$ cat src/rtl/mem_request_unit.sv
// mem_request_unit: turns a decoded load/store from the control unit into a
// single bus transfer. It latches the request, drives registered bus fields
// until the memory acknowledges, aligns returned load data to bit 0, and
// reports misaligned accesses and bus timeouts as one-cycle pulses.
module mem_request_unit #(
  parameter int TIMEOUT = 16
) (
  input  logic        clk,
  input  logic        nRst,
  input  logic        start,
  input  logic [5:0]  cuOP,
  input  logic [31:0] addr,
  input  logic [31:0] storeData,
  input  logic        busAck,
  input  logic [31:0] busRdata,
  output logic        busReq,
  output logic        busWen,
  output logic [31:0] busAddr,
  output logic [3:0]  busBen,
  output logic [31:0] busWdata,
  output logic [31:0] memload,
  output logic        stall,
  output logic        done,
  output logic        misalign,
  output logic        timeoutErr
);

  localparam logic [5:0] OP_LB  = 6'd10;
  localparam logic [5:0] OP_LH  = 6'd11;
  localparam logic [5:0] OP_LW  = 6'd12;
  localparam logic [5:0] OP_LBU = 6'd13;
  localparam logic [5:0] OP_LHU = 6'd14;
  localparam logic [5:0] OP_SB  = 6'd15;
  localparam logic [5:0] OP_SH  = 6'd16;
  localparam logic [5:0] OP_SW  = 6'd17;

  // The counter must be able to represent TIMEOUT-1, the last REQ cycle.
  localparam int CNT_W = (TIMEOUT > 1) ? $clog2(TIMEOUT) : 1;
  localparam logic [CNT_W-1:0] CNT_LAST = CNT_W'(TIMEOUT - 1);

  typedef enum logic [1:0] {
    IDLE = 2'd0,
    REQ  = 2'd1,
    DONE = 2'd2,
    ERR  = 2'd3
  } state_t;

  state_t            state;
  state_t            state_next;
  logic [5:0]        op_q;
  logic [1:0]        offset_q;
  logic [CNT_W-1:0]  cycle_cnt;
  logic              err_is_timeout;

  logic              in_is_mem;
  logic              in_is_store;
  logic              in_misaligned;
  logic [3:0]        in_ben;
  logic [31:0]       in_wdata;
  logic              accept;
  logic              timeout_hit;
  logic              latched_is_load;

  // Decode the incoming op: class, alignment and the bus lane pattern it needs.
  always_comb begin
    in_is_mem     = 1'b0;
    in_is_store   = 1'b0;
    in_misaligned = 1'b0;
    in_ben        = 4'b1111;
    in_wdata      = 32'd0;
    case (cuOP)
      OP_LB, OP_LBU: begin
        in_is_mem = 1'b1;
      end
      OP_LH, OP_LHU: begin
        in_is_mem     = 1'b1;
        in_misaligned = addr[0];
      end
      OP_LW: begin
        in_is_mem     = 1'b1;
        in_misaligned = (addr[1:0] != 2'b00);
      end
      OP_SB: begin
        in_is_mem   = 1'b1;
        in_is_store = 1'b1;
        in_ben      = 4'b0001 << addr[1:0];
        in_wdata    = {4{storeData[7:0]}};
      end
      OP_SH: begin
        in_is_mem     = 1'b1;
        in_is_store   = 1'b1;
        in_misaligned = addr[0];
        in_ben        = 4'b0011 << addr[1:0];
        in_wdata      = {2{storeData[15:0]}};
      end
      OP_SW: begin
        in_is_mem     = 1'b1;
        in_is_store   = 1'b1;
        in_misaligned = (addr[1:0] != 2'b00);
        in_wdata      = storeData;
      end
      default: begin
        in_is_mem = 1'b0;
      end
    endcase
  end

  // A new transfer is only accepted while idle; starts elsewhere are ignored.
  always_comb begin
    accept          = (state == IDLE) && start && in_is_mem;
    timeout_hit     = (state == REQ) && !busAck && (cycle_cnt == CNT_LAST);
    latched_is_load = (op_q >= OP_LB) && (op_q <= OP_LHU);
  end

  // Next-state logic; an acknowledge in the last allowed cycle beats the timeout.
  always_comb begin
    state_next = state;
    case (state)
      IDLE: begin
        if (accept) begin
          state_next = in_misaligned ? ERR : REQ;
        end
      end
      REQ: begin
        if (busAck) begin
          state_next = DONE;
        end else if (timeout_hit) begin
          state_next = ERR;
        end
      end
      DONE:    state_next = IDLE;
      ERR:     state_next = IDLE;
      default: state_next = IDLE;
    endcase
  end

  // State register.
  always_ff @(posedge clk) begin
    if (!nRst) begin
      state <= IDLE;
    end else begin
      state <= state_next;
    end
  end

  // Counts consecutive REQ cycles; restarts at zero each time REQ is entered.
  always_ff @(posedge clk) begin
    if (!nRst) begin
      cycle_cnt <= '0;
    end else if (accept) begin
      cycle_cnt <= '0;
    end else if ((state == REQ) && (state_next == REQ)) begin
      cycle_cnt <= cycle_cnt + 1'b1;
    end
  end

  // Latch the request and its bus image so the bus sees stable values until ack.
  always_ff @(posedge clk) begin
    if (!nRst) begin
      op_q     <= 6'd0;
      offset_q <= 2'b00;
      busWen   <= 1'b0;
      busAddr  <= 32'd0;
      busBen   <= 4'd0;
      busWdata <= 32'd0;
    end else if (accept) begin
      op_q     <= cuOP;
      offset_q <= addr[1:0];
      busWen   <= in_is_store;
      busAddr  <= {addr[31:2], 2'b00};
      busBen   <= in_ben;
      busWdata <= in_wdata;
    end
  end

  // Remember which error to report when the FSM passes through ERR.
  always_ff @(posedge clk) begin
    if (!nRst) begin
      err_is_timeout <= 1'b0;
    end else if (accept) begin
      err_is_timeout <= 1'b0;
    end else if (timeout_hit) begin
      err_is_timeout <= 1'b1;
    end
  end

  // Capture load data right-aligned on the acknowledge edge; stores leave it alone.
  always_ff @(posedge clk) begin
    if (!nRst) begin
      memload <= 32'd0;
    end else if ((state == REQ) && busAck && latched_is_load) begin
      memload <= busRdata >> {offset_q, 3'b000};
    end
  end

  // Status outputs decoded from the current state.
  always_comb begin
    busReq     = (state == REQ);
    done       = (state == DONE);
    misalign   = (state == ERR) && !err_is_timeout;
    timeoutErr = (state == ERR) && err_is_timeout;
    stall      = (state == REQ) || accept;
  end

endmodule

$ cat config.mk
export PLATFORM = sky130hd
export DESIGN_NAME = mem_request_unit
export DESIGN_NICKNAME = d
export VERILOG_FILES = /design/src/rtl/mem_request_unit.sv
export SDC_FILE = /design/constraint.sdc
export NUM_CORES = 1
export LEC_CHECK = 0
export ABC_AREA = 1
export BUFFER_PORTS_ARGS = -buffer_cell sky130_fd_sc_hd__buf_4
export CAP_MARGIN = 20
export CORE_MARGIN = 2
export CORE_UTILIZATION = 43
export CTS_CLUSTER_SIZE = 40
export DETAILED_ROUTE_END_ITERATION = 12
export PLACE_DENSITY = 0.73
export SYNTH_ARGS = -nofsm -noshare
export SYNTH_HDL_FRONTEND = slang
export SYNTH_SLANG_ARGS = --single-unit
$ cat constraint.sdc
create_clock -name clk -period 1.5 [get_ports clk]
set_clock_uncertainty 0.1 [all_clocks]
set_input_delay 0.15 -clock clk [delete_from_list [all_inputs] [get_ports clk]]
set_output_delay 0.15 -clock clk [all_outputs]
set_load 0.005 [all_outputs]
==> run metrics <==
most common cell after layout, fill and taps aside=buf_4; outcome=finished, violations left; Num CTS Buffers=17; clock period minus worst slack=1650 ps; vias in the first global route=~5700; Setup WS post-layout=-145 ps; prevailing post-synth register cell=dfxtp_1; Die ar.=roughly 13000 µm²; Synth cell types=35; Worst-path clk slew=~50 ps; cell area after layout=8580 µm²; DRC Markers=0; layout cells sized above 1=0.359; core area=11500 µm²; first drt pass iteration count=7; # diodes=0; num rows=39; wire length of the first global-routing pass=27500 µm; clock latency on the worst-skew pair=between 400 and 500 ps; Port Buf Inserts=around 210; Initial Util=0.444; Hold Slack=-1.14 ps; violated checks=hold timing, setup timing; total power draw=around 8000 µW; commonest non-fill, non-tap cells in the layout=buf_4 (244), nand2_1 (122), dfxtp_1 (110); synth warn=0; area growth from synthesis to layout=68.6%; per-cell routed wire length=~15 µm; Reg2Reg Launch Point=state[0]$_SDFF_PN0_; Worst path max stage delay=about 320 ps; CP endpoint kind=output pin; HP Class=primary input to flip-flop; Avg Cell Area, Syn=approximately 7.4 µm²; Worst Path Max Fanout=3; CTS tree=built; CP startpoint=state[0]$_SDFF_PN0_; GRT Total Usage=0.266; Synth Cell Area=about 5100 µm²; initial drt markers=about 510; Period Utilization, post-route=1.10; top cell type by total area after synthesis=dfxtp_1; Seq/Total Area, Yosys=0.448; Highest Clock Rate=0.608 GHz; # clock sinks=between 100 and 150; Detailed Place HPWL=roughly 12000 µm; CP cell instances=nor3b_2, buf_4, nand2_8, buf_6, nand2_4, buf_6; Reg area=about 2300 µm²; footprint of the multi-input gates=roughly 2500 µm²; most frequent CP cell=buf_6; Setup-failing EPs final=59; nets@finish=~1100; total gr overflow=0; PD cells=960 nW/µm²; Die Height=about 110 µm; routed vias=approximately 6000; Yosys reg bits=114; RSZ-0062 raised after global routing=true; dpl cell area=7090 µm²; Syn Inst Count=691; worst-margin pin slew=537 ps; critical path required time=between 1000 and 1500 ps; Rel. slew slack=0.638; vias per cell=about 5.2; Die X=113 µm; antenna-violating nets left=0; ys async rst share=0; Area contributors post-synth=dfxtp_1 (45%), nand2_1 (9.1%), o21ai_0 (8.8%), nor2_1 (8.0%), a21oi_1 (4.6%); num ports=~210; Post-synth EDFFs=0; largest net degree at the start of global routing=49; FILL cells=between 800 and 900; Final GP Congestion=about 0.89; hold_sp=cuOP[1]; Pins Over Slew Limit=0; Hold Fails Final Rpt=1; Crit Path Class=flip-flop to output pin; root buffer cell=clkbuf_16; Maximum Capacitance Violations=0; CTS Buffer Depth=2; worst-case vdd ir drop=slightly above 0.7 mV; static leakage=between 0.003 and 0.004 µW; crit path DAT=~1400 ps; CP max stage cell=dfxtp_2; Routed WL=approximately 18000 µm; crit start category=flip-flop; area share of the largest cell type after synthesis=0.448; initial antenna violation count=0; CTS HTree Levels=4
==> path summary, 6_finish.rpt <==
check                             end  slack (ps)  cells past startpoint
min reg2reg      op_q[4]$_SDFFE_PN0P_         360                      2
min              op_q[1]$_SDFFE_PN0P_          -1                      3
max reg2reg  busWdata[0]$_SDFFE_PN0P_        -120                      8
max                             stall        -150                      6
==> final cells by class <==
| type | instances | share of cell area |
|---|---|---|
| Timing Repair Buffer | 324 | 0.326 |
| Multi-Input combinational cell | 478 | 0.290 |
| Sequential cell | 114 | 0.266 |
| Tap cell | 143 | 0.0208 |
| Clock buffer | 21 | 0.0560 |
| Clock inverter | 11 | 0.0155 |
| Inverter | 55 | 0.0255 |
==> registers in the layout, summed over array words and instances (netlist names) <==
name            count
busWen              1
busWdata           32
offset_q            2
cycle_cnt           4
busAddr            30
op_q                6
state               2
busBen              4
err_is_timeout      1
memload            32
==> metrics by stage <==
| stage | util | setup TNS, ps | cells | worst slack, ps |
|---|---|---|---|---|
| floorplan | - | -62.3 | 692 | -20.6 |
| global route | 0.749 | -10410 | 1146 | -199 |
| finish | 0.749 | -3570 | 1146 | -145 |
| CTS | 0.727 | -2370 | 1137 | -159 |
| global placement | 0.618 | -7970 | 1046 | -165 |
| detailed placement | 0.618 | -13340 | 1046 | -253 |
==> report_power, final <==
part           internal, µW  switching (µW)
logic                   526             458
registers              3090            31.9
clock network          2760            1370
total                  6380            1860
==> logic make-up (layout without fill, tap and decap cells) <==
family | count (synthesis) | count (layout) | share of synthesized area
DFF | 114 | 114 | 0.448
buffers and inverters | 100 | 411 | 0.0848
AOI/OAI and AO/OA | 190 | 190 | 0.224
and+or+nand+nor | 280 | 280 | 0.230
other | 1 | 2 | 0.000736
xor gates and xnor gates | 2 | 2 | 0.00344
adders and majority gates | 1 | 1 | 0.00246
muxes | 3 | 3 | 0.00590
==> cell usage after synthesis (5+ instances only) <==
library cell,n
nand3_1,24
dfxtp_1,114
buf_2,6
nand4_1,12
o21ai_0,90
inv_1,50
clkbuf_1,29
nand2_1,124
buf_6,5
nor2_1,108
a21oi_1,47
a31oi_1,5
a41oi_1,8
o211a_1,8
o21ai_2,19
o221ai_1,8
==> worst max-delay path, delay by kind of cell, from the launching register on <==
family / cells / cell delay [ps]
buf+inv: 3 / 380
simple gates: 3 / 290
flops: 1 / 320
==> layer usage <==
layer,track usage,vias to the layer above,part of all wire
li1,-,2911,-
met1,0.309,2797,0.39
met2,0.463,265,0.51
met3,0.0750,41,0.077
met4,0.107,0,0.028
met5,0,-,0
==> timing repair <==
action                                  4_1_cts  5_1_grt
buffers inserted                              2        4
resized for setup                            25       51
hold buffers                                 57        0
cloned                                        0        5
endpoints found under the setup margin       26      109
pin swaps                                     2        8
endpoints found under the hold margin        61        0
No activity file was read; power rests on OpenSTA's default activity.
